File: src/rtl/cpu_run_ctrl.sv
// cpu_run_ctrl: run/halt/step sequencer for the single-cycle RISC-V core.
//
// Gates the core's architectural-state update through cpu_en. Execution stops
// on an illegal instruction, a PC breakpoint, a committed-cycle watchdog or a
// host HALT command. While halted, the host can single-step the core or dump
// the 32-entry register file through the RF debug read port.
//
// Ports:
//   clk, rstn            core clock (rising edge), async active-low reset
//   cmd_valid/cmd_op     host command strobe and opcode
//                        (0 RUN, 1 HALT, 2 STEP, 3 DUMP, 4 CLRCNT, 5-7 no-op)
//   cmd_ready            command accepted when cmd_valid & cmd_ready
//   pc, illegal          current core PC and decoder illegal flag
//   bp_en, bp_addr       PC breakpoint enable and address
//   max_cycles           watchdog limit on committed cycles, 0 disables
//   cpu_en               core may commit the current instruction
//   reg_sel, reg_data    RF debug read select / combinational read data
//   dump_valid/idx/data  one register-file dump beat
//   dump_done            one-cycle pulse after dump entry 31
//   halted, halt_reason  halted status and cause
//                        (0 NONE, 1 CMD, 2 BP, 3 WDOG, 4 ILLEGAL, 5 STEP)
//   cycle_cnt            saturating count of committed cycles
module cpu_run_ctrl #(
  parameter bit RUN_ON_RESET = 1'b1,
  parameter int CNT_W        = 32
) (
  input  logic             clk,
  input  logic             rstn,
  input  logic             cmd_valid,
  input  logic [2:0]       cmd_op,
  output logic             cmd_ready,
  input  logic [31:0]      pc,
  input  logic             illegal,
  input  logic             bp_en,
  input  logic [31:0]      bp_addr,
  input  logic [CNT_W-1:0] max_cycles,
  output logic             cpu_en,
  output logic [4:0]       reg_sel,
  input  logic [31:0]      reg_data,
  output logic             dump_valid,
  output logic [4:0]       dump_idx,
  output logic [31:0]      dump_data,
  output logic             dump_done,
  output logic             halted,
  output logic [2:0]       halt_reason,
  output logic [CNT_W-1:0] cycle_cnt
);

  typedef enum logic [1:0] {
    ST_RUN    = 2'd0,
    ST_HALTED = 2'd1,
    ST_STEP   = 2'd2,
    ST_DUMP   = 2'd3
  } state_t;

  localparam state_t ST_RESET = RUN_ON_RESET ? ST_RUN : ST_HALTED;

  localparam logic [2:0] OP_RUN    = 3'd0;
  localparam logic [2:0] OP_HALT   = 3'd1;
  localparam logic [2:0] OP_STEP   = 3'd2;
  localparam logic [2:0] OP_DUMP   = 3'd3;
  localparam logic [2:0] OP_CLRCNT = 3'd4;

  localparam logic [2:0] RSN_NONE    = 3'd0;
  localparam logic [2:0] RSN_CMD     = 3'd1;
  localparam logic [2:0] RSN_BP      = 3'd2;
  localparam logic [2:0] RSN_WDOG    = 3'd3;
  localparam logic [2:0] RSN_ILLEGAL = 3'd4;
  localparam logic [2:0] RSN_STEP    = 3'd5;

  localparam logic [CNT_W-1:0] CNT_ZERO = {CNT_W{1'b0}};
  localparam logic [CNT_W-1:0] CNT_ONE  = {{(CNT_W-1){1'b0}}, 1'b1};
  localparam logic [CNT_W-1:0] CNT_MAX  = {CNT_W{1'b1}};

  state_t           state_r;
  logic             skip_bp_r;
  logic [2:0]       halt_reason_r;
  logic [CNT_W-1:0] cycle_cnt_r;
  logic [4:0]       reg_sel_r;
  logic             dump_valid_r;
  logic [4:0]       dump_idx_r;
  logic [31:0]      dump_data_r;
  logic             dump_done_r;
  logic             dump_last_r;

  logic             stop_ill_s;
  logic             stop_bp_s;
  logic             stop_wd_s;
  logic             stop_any_s;
  logic [2:0]       stop_code_s;
  logic             cpu_en_s;
  logic             cmd_ready_s;
  logic             cmd_fire_s;

  // Stop-condition detection and priority encoding (ILLEGAL > BP > WDOG).
  always_comb begin
    stop_ill_s  = illegal;
    stop_bp_s   = bp_en && (pc == bp_addr) && !skip_bp_r;
    // Compared before the increment so exactly max_cycles instructions commit.
    stop_wd_s   = (max_cycles != CNT_ZERO) && (cycle_cnt_r >= max_cycles);
    stop_any_s  = stop_ill_s || stop_bp_s || stop_wd_s;
    stop_code_s = RSN_NONE;
    if (stop_ill_s) begin
      stop_code_s = RSN_ILLEGAL;
    end else if (stop_bp_s) begin
      stop_code_s = RSN_BP;
    end else if (stop_wd_s) begin
      stop_code_s = RSN_WDOG;
    end else begin
      stop_code_s = RSN_NONE;
    end
  end

  // Commit gate and command handshake, decoded from the current state.
  always_comb begin
    cpu_en_s    = 1'b0;
    cmd_ready_s = 1'b0;
    case (state_r)
      ST_RUN: begin
        // The offending instruction of a stop condition is never committed.
        cpu_en_s    = !stop_any_s;
        cmd_ready_s = 1'b1;
      end
      ST_HALTED: begin
        cpu_en_s    = 1'b0;
        cmd_ready_s = 1'b1;
      end
      ST_STEP: begin
        cpu_en_s    = !illegal;
        cmd_ready_s = 1'b0;
      end
      ST_DUMP: begin
        cpu_en_s    = 1'b0;
        cmd_ready_s = 1'b0;
      end
      default: begin
        cpu_en_s    = 1'b0;
        cmd_ready_s = 1'b0;
      end
    endcase
    cmd_fire_s = cmd_valid && cmd_ready_s;
  end

  // Sequencer state, committed-cycle counter and register-file dump datapath.
  always_ff @(posedge clk or negedge rstn) begin
    if (!rstn) begin
      state_r       <= ST_RESET;
      skip_bp_r     <= 1'b0;
      halt_reason_r <= RSN_NONE;
      cycle_cnt_r   <= CNT_ZERO;
      reg_sel_r     <= 5'd0;
      dump_valid_r  <= 1'b0;
      dump_idx_r    <= 5'd0;
      dump_data_r   <= 32'd0;
      dump_done_r   <= 1'b0;
      dump_last_r   <= 1'b0;
    end else begin
      dump_valid_r <= 1'b0;
      dump_done_r  <= 1'b0;

      // A clear issued in the same cycle as a commit takes precedence.
      if (cmd_fire_s && (cmd_op == OP_CLRCNT)) begin
        cycle_cnt_r <= CNT_ZERO;
      end else if (cpu_en_s && (cycle_cnt_r != CNT_MAX)) begin
        cycle_cnt_r <= cycle_cnt_r + CNT_ONE;
      end

      // The breakpoint bypass only covers the first committed instruction.
      if (cpu_en_s) begin
        skip_bp_r <= 1'b0;
      end

      case (state_r)
        ST_RUN: begin
          if (stop_any_s) begin
            state_r       <= ST_HALTED;
            halt_reason_r <= stop_code_s;
          end else if (cmd_fire_s && (cmd_op == OP_HALT)) begin
            state_r       <= ST_HALTED;
            halt_reason_r <= RSN_CMD;
          end
        end
        ST_HALTED: begin
          if (cmd_fire_s) begin
            case (cmd_op)
              OP_RUN: begin
                state_r       <= ST_RUN;
                halt_reason_r <= RSN_NONE;
                // Resuming on the breakpoint PC must not re-trigger it.
                skip_bp_r     <= (pc == bp_addr);
              end
              OP_STEP: begin
                state_r <= ST_STEP;
              end
              OP_DUMP: begin
                state_r     <= ST_DUMP;
                reg_sel_r   <= 5'd0;
                dump_last_r <= 1'b0;
              end
              default: begin
              end
            endcase
          end
        end
        ST_STEP: begin
          state_r       <= ST_HALTED;
          halt_reason_r <= illegal ? RSN_ILLEGAL : RSN_STEP;
        end
        ST_DUMP: begin
          if (dump_last_r) begin
            dump_done_r <= 1'b1;
            dump_last_r <= 1'b0;
            reg_sel_r   <= 5'd0;
            state_r     <= ST_HALTED;
          end else begin
            dump_valid_r <= 1'b1;
            dump_idx_r   <= reg_sel_r;
            // x0 is hardwired to zero regardless of what the read port returns.
            dump_data_r  <= (reg_sel_r == 5'd0) ? 32'd0 : reg_data;
            if (reg_sel_r == 5'd31) begin
              dump_last_r <= 1'b1;
            end else begin
              reg_sel_r <= reg_sel_r + 5'd1;
            end
          end
        end
        default: begin
          state_r <= ST_HALTED;
        end
      endcase
    end
  end

  assign cpu_en      = cpu_en_s;
  assign cmd_ready   = cmd_ready_s;
  assign halted      = (state_r == ST_HALTED);
  assign halt_reason = halt_reason_r;
  assign cycle_cnt   = cycle_cnt_r;
  assign reg_sel     = reg_sel_r;
  assign dump_valid  = dump_valid_r;
  assign dump_idx    = dump_idx_r;
  assign dump_data   = dump_data_r;
  assign dump_done   = dump_done_r;

endmodule

File: config.mk
export PLATFORM = sky130hd
export DESIGN_NAME = cpu_run_ctrl
export DESIGN_NICKNAME = d
export VERILOG_FILES = /design/src/rtl/cpu_run_ctrl.sv
export SDC_FILE = /design/constraint.sdc
export NUM_CORES = 1
export LEC_CHECK = 0
export BUFFER_PORTS_ARGS = -buffer_cell sky130_fd_sc_hd__buf_2
export CORE_ASPECT_RATIO = 0.6
export CORE_MARGIN = 2
export CORE_UTILIZATION = 49
export DETAILED_ROUTE_END_ITERATION = 7
export PLACE_DENSITY = 0.94
export SYNTH_ARGS = -nofsm -noshare
export SYNTH_HDL_FRONTEND = slang
export SYNTH_SLANG_ARGS = --single-unit
File: constraint.sdc
create_clock -name clk -period 3.7 [get_ports clk]
set_clock_uncertainty 0.1 [all_clocks]
set_input_delay 0.37 -clock clk [delete_from_list [all_inputs] [get_ports clk]]
set_output_delay 0.37 -clock clk [all_outputs]
set_load 0.1 [all_outputs]
==> impl_metrics.json, run 1 <==
{
  "nNetsFinal": 937,
  "required_ns": 3.23,
  "hp-class": "input pin to asynchronous set/reset pin",
  "viasPerCell": 5.79,
  "syn-cell-area_mm2": 0.00517,
  "cpPeakStageDelay_ns": 0.54,
  "fin_setup_tns_ns": 0,
  "grt_max_degree": 73,
  "die-height_um": 83.6,
  "grt_usage_pct": 26.4,
  "ios": 218,
  "status": "finished clean",
  "clock_sinks": 83,
  "dp.cells": 884,
  "clk_pin_slew_ns": 0.06,
  "crit_type": "register to primary output",
  "path_cells": "ha_1 -> nand4_1 -> nor3_1 -> o21ai_0 -> o22a_1 -> a31oi_4 -> inv_1 -> buf_2",
  "worstSkewPairLatency_ns": 0.33,
  "holdBufCountCts": 0,
  "first_global_vias": 4902,
  "final_antenna_net_count": 0,
  "drtPass1Iterations": 5,
  "synth_xor_area_share_pct": 5.42,
  "register_area_mm2": 0.00208,
  "layout_commonest_cell": "buf_2",
  "slew_violations": 0,
  "slowest_stage": "nor3_1",
  "arrival_ns": 2.94,
  "wl_per_cell_um": 17.1,
  "postCtsSetupRepairBufs": 0,
  "place_ws_ns": 0.600,
  "hold_violations": 0,
  "finalCritPeriodShare_pct": 92.2,
  "tightest_slew_ns": 1.02,
  "fin_crit_ns": 3.41,
  "critPathLaunchType": "register",
  "slew_headroom_pct": 31.7,
  "core_mm2": 0.0101,
  "io_buffers": 217,
  "dieArea_mm2": 0.0114,
  "p_leak_nw": 3.56,
  "rsz0062_at_grt": "no",
  "ys_seq_area_share_pct": 40.2,
  "cts_tree": "done",
  "irDropWorstVdd_mv": 0.702,
  "syn_inst": 548,
  "cpLargestDelayFamily": "simple AND/OR/NAND/NOR gates",
  "start_util_pct": 51.4,
  "num_vias": 5207,
  "areaGrowthSynthToFinish_pct": 30.7,
  "synth_top_family_by_area": "simple AND/OR/NAND/NOR gates",
  "pwr_density_cell_mw_per_mm2": 799,
  "synth_edf_count": 0,
  "drt_wl_total_um": 15300,
  "cts-root-buf": "clkbuf_16",
  "fp-row-count": 28,
  "drc": 0,
  "synthMuxAreaShare_pct": 1.28,
  "grt_pass1_wl_um": 24000,
  "cts_buffers": 9,
  "antenna_found_initial": 0,
  "fin_ws_ns": 0.289,
  "synth_adder_area_share_pct": 9.92,
  "gp_congestion": 0.968,
  "critPathMaxFanout": 7,
  "layout_common_cells": "buf_2 (216), dfrtp_1 (82), inv_1 (49)",
  "gr-total-overflow": 0,
  "crit_buf_inv": 2,
  "synth-compound-area-share_pct": 18.8,
  "endpoint_kind": "primary output",
  "n_antenna_cell": 0,
  "die_x_um": 137,
  "max_freq_ghz": 0.293,
  "netlist-cell-type-count": 50,
  "multi_input_comb_area_mm2": 0.00281,
  "cts.path.max_buffers": 2,
  "layout-drive-gt1-share_pct": 33.2,
  "cts-htree-levels": 3,
  "reg2reg_slack_ns": 0.52,
  "synthArstFlopShare_pct": 100,
  "first_iter_violations": 391,
  "synth.avg_cell_area_um2": 9.43,
  "layout.cells.non_filler": 900,
  "yosys_warnings": 0,
  "synth-simple-area-share_pct": 18.9,
  "synthFlopType": "dfrtp_1",
  "drv_cap": 0,
  "setup-violations-final": 0,
  "hpwlAfterDp_um": 11900,
  "syn-num-nets": 725,
  "nFillCells": 823,
  "cts.repair.resized": 0,
  "ys_ff_latch": 83
}
-- cells by family after synthesis --
logic type	after synthesis
AND/OR/NAND/NOR	173
flip-flops	83
AO/OA/AOI/OAI	141
buffers and inverters	72
XOR/XNOR	32
multiplexers	6
adder cells (fa/ha/maj)	41
-- power by group --
| part | internal [mW] | leakage, nW | switching [mW] |
|---|---|---|---|
| logic | 0.566 | 2.25 | 2.41 |
| clock network | 0.735 | 0.178 | 0.382 |
| registers | 1.15 | 1.14 | 0.164 |
-- routing by layer --
layer | global-route usage, % | vias to the layer above | share of wire [%]
li1 | - | 2468 | -
met1 | 36.9 | 2452 | 44
met2 | 41.5 | 259 | 46
met3 | 5.83 | 28 | 8.3
met4 | 6.91 | 0 | 1.6
met5 | 0 | - | 0
-- state kept, by name (all words and copies together) (netlist names) --
name / flops
cycle_cnt: 32
dump_data: 32
dump_idx: 5
reg_sel: 5
halt_reason: 3
state_r: 2
dump_done: 1
dump_last_r: 1
dump_valid: 1
skip_bp_r: 1
-- layout make-up --
class / count / area share (%)
clock buffers: 9 / 3.33
repair buffers: 224 / 16.9
clock inverters: 7 / 2.19
multi-input cells: 393 / 41.6
well taps: 135 / 2.50
flip-flops and latches: 83 / 30.8
inverters: 49 / 2.72
-- Yosys cell counts, types with 2 or more instances --
master / instances / area share (%)
xor2_1: 32 / 5.4
a21oi_1: 42 / 4.1
or3_1: 16 / 1.9
nand2b_1: 4 / 0.48
mux2_2: 5 / 1.1
o21ai_0: 33 / 3.2
clkbuf_1: 17 / 1.2
nor2_1: 10 / 0.73
ha_1: 41 / 9.9
o311ai_0: 2 / 0.34
a221oi_2: 2 / 0.58
inv_1: 49 / 3.6
nor3_1: 8 / 0.77
o31ai_1: 12 / 1.7
dfrtp_1: 83 / 40
nand3b_1: 2 / 0.29
nand4_1: 21 / 2.5
nand3_1: 24 / 2.3
and3_1: 8 / 0.97
nor4_1: 17 / 2.1
a22o_1: 34 / 5.8
or4_1: 12 / 1.7
buf_2: 5 / 0.48
nand2_1: 34 / 2.5
a221oi_1: 2 / 0.34
and2_1: 6 / 0.73
and4_1: 4 / 0.68
-- final timing paths --
check                                  to  cells after the start     startpoint
min in group clk            dump_data[31]                      2   reg_data[31]
setup / recovery                   cpu_en                      8  cycle_cnt[31]
max in group asynchronous   dump_data[31]                      2           rstn
setup reg to reg           halt_reason[2]                      8  cycle_cnt[31]
hold reg to reg               dump_idx[4]                      2    dump_idx[4]
hold / removal              cycle_cnt[18]                      1           rstn
-- metrics by stage --
| step | hold WS, ns | total power [mW] | utilization [%] | instance area (µm²) |
|---|---|---|---|---|
| floorplan | -0.0256 | 3.73 | - | 5170 |
| global placement | 0.356 | 4.24 | 63.5 | 6380 |
| detailed placement | 0.358 | 4.29 | 63.5 | 6380 |
| CTS | 0.0987 | 5.42 | 67.2 | 6760 |
| global route | 0.138 | 5.61 | 67.2 | 6760 |
| finish | 0.0552 | 5.40 | 67.2 | 6760 |
Note: power is estimated with default switching activity, not from simulation.
==> run 2: changes to the inputs <==
- GPL_TIMING_DRIVEN: not set -> 0
==> run 2 against run 1 <==
Effect of this change:
- register-to-register slack worse by 0.07 ns
- via count up 2.7%
- global-route usage grew 2.3 points
- power shrank 0.99%
- core utilization is 0.88 points higher
- hold slack improved by 0.10 ns
- setup slack worse by 0.14 ns
- clock power shrank 15%
- fmax is 4.0% lower
- sequential power hardly changed
- combinational power increased by 3%
- non-clock buffer count is 22 higher
- critical path type unchanged
- largest cell class unchanged
- largest power group unchanged
==> impl_metrics.json, run 2 (synthesized netlist as in run 1, its figures left out) <==
{
  "first_global_vias": 5194,
  "p_leak_nw": 3.58,
  "register_area_mm2": 0.00208,
  "hpwlAfterDp_um": 13000,
  "multi_input_comb_area_mm2": 0.00283,
  "dp.cells": 901,
  "nNetsFinal": 959,
  "slew_violations": 0,
  "m1WireLength_um": 7180,
  "cts-htree-levels": 3,
  "io_buffers": 217,
  "tightest_slew_ns": 0.593,
  "final_util_pct": 68.1,
  "grt_max_degree": 70,
  "gp_congestion": 0.955,
  "finalCritPeriodShare_pct": 96.1,
  "fin_crit_ns": 3.55,
  "dieArea_mm2": 0.0114,
  "final_antenna_net_count": 0,
  "ios": 218,
  "max_freq_ghz": 0.281,
  "cts_tree": "done",
  "setup-violations-final": 0,
  "clock_sinks": 83,
  "rsz0062_at_grt": "no",
  "worstSkewPairLatency_ns": 0.33,
  "critPathLaunchType": "register",
  "slew_headroom_pct": 60.1,
  "drv_cap": 0,
  "crit_type": "register to primary output",
  "nFillCells": 801,
  "layout-drive-gt1-share_pct": 33.0,
  "pwr_density_cell_mw_per_mm2": 781,
  "drtPass1Iterations": 5,
  "antenna_found_initial": 0,
  "fin_setup_tns_ns": 0,
  "grt_usage_pct": 28.7,
  "required_ns": 3.23,
  "cts-root-buf": "clkbuf_16",
  "drc": 0,
  "fin_ws_ns": 0.145,
  "irDropWorstVdd_mv": 0.868,
  "viasPerCell": 5.80,
  "fp-row-count": 28,
  "cts.path.max_buffers": 2,
  "cts_buffers": 9,
  "start_util_pct": 51.4,
  "die_x_um": 137,
  "wl_met2_um": 7430,
  "hold_ws_ns": 0.156,
  "routed-wl-met3_um": 1590,
  "gr-total-overflow": 0,
  "grt_pass1_wl_um": 25900,
  "num_vias": 5350,
  "layout.cells.non_filler": 922,
  "critPathMaxFanout": 10,
  "routed.top_layer": "met4",
  "wl_per_cell_um": 17.9,
  "post_dp_cell_area_mm2": 0.00645,
  "layout_common_cells": "buf_2 (219), dfrtp_1 (82), inv_1 (48)",
  "place_ws_ns": 0.135,
  "drt_wl_total_um": 16500,
  "status": "finished clean",
  "layout_commonest_cell": "buf_2",
  "areaGrowthSynthToFinish_pct": 32.4,
  "n_antenna_cell": 0,
  "hold_violations": 0,
  "endpoint_kind": "primary output",
  "fin_area_mm2": 0.00684,
  "total_power_mw": 5.34,
  "hp-class": "input pin to register",
  "clk_pin_slew_ns": 0.06,
  "core_mm2": 0.0101,
  "first_iter_violations": 563,
  "die-height_um": 83.6,
  "arrival_ns": 3.08
}
[run 2: changes by cell type in the layout (fill, tap and decap cells not counted), sizes merged]
cell	change
dlygate4sd3	+1
clkbuf	+19
clkinvlp	+1
inv	-3
buf	+3
bufinv	-2
clkinv	+3
[run 2: final timing paths]
path                              startpoint       endpoint  slack [ns]  cells past startpoint
worst max-delay path            cycle_cnt[0]         cpu_en        0.15                     10
worst min-delay path            reg_data[19]  dump_data[19]        0.16                      2
worst max register to register  cycle_cnt[0]  cycle_cnt[30]        0.45                     11
worst min register to register   dump_last_r    dump_last_r        0.39                      2
max in group asynchronous               rstn     reg_sel[4]        2.55                      3
min in group asynchronous               rstn  cycle_cnt[17]        0.34                      2
[run 2: repair_timing]
item / CTS / global route
resized for setup: 3 / 4
endpoints found under the hold margin: 14 / 0
pin swaps: 1 / 3
buffers inserted: 0 / 4
gates cloned: 0 / 0
setup endpoints to repair: 1 / 1
hold buffers: 1 / 0
[run 2: report_power, final]
part / internal [mW] / total [mW] / switching [mW] / leakage [nW]
registers: 1.15 / 1.33 / 0.180 / 1.14
clock network: 0.593 / 0.954 / 0.362 / 0.153
logic: 0.602 / 3.06 / 2.46 / 2.29
[run 2: worst max-delay path, cell delays in order (launching register included)]
cell and delay (ns):
dfrtp_2 0.45, inv_1 0.10, ha_1 0.23, nand2b_1 0.16
a2111o_1 0.43, a311oi_2 0.34, a31o_2 0.27, a31oi_4 0.12
clkbuf_4 0.23, clkinvlp_4 0.17, buf_6 0.24
[run 2: final cells by class]
class / count / share of cell area, %
Buffer: 23 / 1.50
Clock buffer: 10 / 3.35
Clock inverter: 6 / 1.32
Inverter: 49 / 2.74
Multi-Input combinational cell: 393 / 41.3
Sequential cell: 83 / 30.4
Tap cell: 135 / 2.47
Timing Repair Buffer: 223 / 17.0
[run 2: layer usage]
metal | vias to the layer above | global-route usage, %
li1 | 2514 | -
met1 | 2512 | 39.6
met2 | 295 | 44.8
met3 | 29 | 7.59
met4 | 0 | 7.48
met5 | - | 0
==> run 3: changes to the inputs <==
- ABC_AREA: not set -> 1
- CORE_UTILIZATION: 49 -> 51
- CTS_CLUSTER_DIAMETER: not set -> 30
==> run 3 against run 2 <==
Effect of this change:
- synthesized cell count increased by 59%
- critical path depth increased by 6
- combinational power decreased by 6%
- core utilization decreased by 0.99 points
- hold slack got worse by 0.0016 ns
- power decreased by 6.5%
- sequential share of layout area decreased by 3.3 points
- sequential cell count unchanged
- sequential power decreased by 5%
- non-clock buffer count decreased by 1
- via count increased by 26%
- cell area increased by 12%
==> impl_metrics.json, run 3 <==
{
  "synth_adder_area_share_pct": 8.45,
  "cpPeakStageDelay_ns": 0.48,
  "final_antenna_net_count": 0,
  "layout-drive-gt1-share_pct": 23.6,
  "layout.cells.non_filler": 1268,
  "die_x_um": 145,
  "grt_pass1_wl_um": 29700,
  "required_ns": 3.23,
  "critPathMaxFanout": 10,
  "synth_edf_count": 0,
  "drv_cap": 0,
  "cpLargestDelayFamily": "simple AND/OR/NAND/NOR gates",
  "path_cells": "ha_1 -> nand2_1 -> inv_1 -> nand2_1 -> nor2_1 -> nor2_1 -> nand2_1 -> nand2_1 -> nand2_1 -> nand2_1 -> nand2_1 -> nand2_1 -> nand3_1 -> nand2_2 -> buf_2 -> clkbuf_4",
  "synth_top_family_by_area": "simple AND/OR/NAND/NOR gates",
  "drtPass1Iterations": 7,
  "post-synth-top-area-fraction_pct": 34.2,
  "r2r_cells": 17,
  "max_freq_ghz": 0.289,
  "worstSkewPairLatency_ns": 0.34,
  "status": "finished clean",
  "first_global_vias": 6176,
  "cts.path.max_buffers": 2,
  "netlist-cell-type-count": 32,
  "synth.avg_cell_area_um2": 6.96,
  "die-height_um": 88.5,
  "synth_xor_area_share_pct": 6.35,
  "cts_tree": "done",
  "setup-violations-final": 0,
  "crit_buf_inv": 3,
  "pwr_density_cell_mw_per_mm2": 651,
  "gr-total-overflow": 0,
  "viasPerCell": 5.33,
  "syn-cell-area_mm2": 0.00607,
  "grt_max_degree": 45,
  "p_leak_nw": 4.58,
  "synthMuxAreaShare_pct": 0,
  "yosys-top-cells-area": "dfrtp_1 (34%), nand2_1 (16%), inv_1 (8.7%)",
  "synth_commonest_cells": "nand2_1 (259), inv_1 (141), dfrtp_1 (83)",
  "drc": 0,
  "cts_buffers": 9,
  "dieArea_mm2": 0.0128,
  "syn_inst": 873,
  "synth_top_area_cell": "dfrtp_1",
  "finalCritPeriodShare_pct": 93.5,
  "synth-simple-area-share_pct": 35.9,
  "ys_seq_area_share_pct": 34.2,
  "nNetsFinal": 1280,
  "layout_common_cells": "nand2_1 (259), buf_2 (219), inv_1 (141)",
  "synthMostInstantiatedCell": "nand2_1",
  "io_buffers": 217,
  "clock_sinks": 83,
  "layout_commonest_cell": "nand2_1",
  "synthFlopType": "dfrtp_1",
  "ys_ff_latch": 83,
  "slew_violations": 0,
  "yosys_warnings": 0,
  "irDropWorstVdd_mv": 0.373,
  "path_depth": 16,
  "endpoint_kind": "primary output",
  "fin_crit_ns": 3.46,
  "antenna_found_initial": 0,
  "dp.cells": 1251,
  "hp-class": "input pin to register",
  "drt_wl_total_um": 19400,
  "first_iter_violations": 608,
  "syn-num-nets": 1050,
  "start_util_pct": 53.0,
  "crit_type": "register to primary output",
  "hpwlAfterDp_um": 15600,
  "final_util_pct": 67.1,
  "gp_congestion": 1.07,
  "arrival_ns": 2.99,
  "cts-root-buf": "clkbuf_16",
  "total_power_mw": 5.00,
  "ios": 218,
  "n_antenna_cell": 0,
  "critPathLaunchType": "register",
  "fin_setup_tns_ns": 0,
  "slowest_stage": "dfrtp_1",
  "areaGrowthSynthToFinish_pct": 26.5,
  "clk_pin_slew_ns": 0.07,
  "wl_per_cell_um": 15.3,
  "rsz0062_at_grt": "no",
  "grt_usage_pct": 30.0,
  "num_vias": 6759,
  "slew_headroom_pct": 47.0,
  "hold_violations": 0,
  "core_mm2": 0.0114,
  "synthArstFlopShare_pct": 100,
  "holdPathStages": 3,
  "tightest_slew_ns": 0.788,
  "synth-compound-area-share_pct": 3.71,
  "cp_common_cell": "nand2_1",
  "cts-htree-levels": 3,
  "fp-row-count": 30
}
run 3: repair_timing:
action | CTS | global route
endpoints found under the hold margin | 39 | 0
hold buffers | 1 | 0
endpoints found under the setup margin | 0 | 1
buffers inserted | 0 | 0
gates resized for setup | 0 | 1
run 3: kinds of logic (layout without fill, tap and decap cells):
family	after synthesis	after routing
adders and majority gates	41	41
DFF	83	83
buffers and inverters	177	412
AOI/OAI and AO/OA	42	42
xor gates and xnor gates	44	44
and+or+nand+nor	486	486
run 3: worst min-delay path: cells and delay by family:
kind | cells | cell delay, ns
simple gates | 2 | 0.11
buf+inv | 1 | 0.08
run 3: path summary, 6_finish.rpt:
path	startpoint	end	slack (ns)
max	cycle_cnt[6]	cpu_en	0.24
min	reg_data[30]	dump_data[30]	0.15
max reg2reg	cycle_cnt[6]	cycle_cnt[8]	0.75
min reg2reg	dump_data[22]	dump_data[22]	0.38
max in group asynchronous	rstn	halt_reason[0]	2.41
min in group asynchronous	rstn	dump_data[1]	0.46
run 3: per-layer routing:
layer | vias up | global-route usage [%] | wire (µm)
li1 | 3257 | - | -
met4 | 0 | 8.38 | 466
met3 | 53 | 8.82 | 2280
met5 | - | 0 | 0
met2 | 413 | 46.6 | 8370
met1 | 3036 | 41.0 | 8330
run 3: report_power, final:
part	internal [mW]	total (mW)	leakage (nW)	switching, mW
Clock	0.479	0.869	0.139	0.390
Combinational	0.510	2.87	3.33	2.36
Sequential	1.12	1.26	1.12	0.141
Total	2.11	5.00	4.58	2.89
run 3: cell type report:
class	instances	area, µm²
inverter	151	567
fill	963	3770
clock buffer	10	239
sequential	83	2080
tap	160	200
timing repair buffer	219	1120
buffer	26	125
multi-input combinational	613	3300
clock inverter	6	47.5
run 3: through the flow:
| stage | instance area (µm²) | setup slack (ns) | hold slack [ns] |
|---|---|---|---|
| 6_report | 7680 | 0.241 | 0.155 |
| 3_3_place_gp | 7360 | 0.612 | 0.358 |
| 3_5_place_dp | 7380 | 0.540 | 0.290 |
| 4_1_cts | 7680 | 0.183 | 0.147 |
| 5_1_grt | 7680 | 0.0492 | 0.156 |
| 2_1_floorplan | 6070 | 0.364 | -0.0256 |
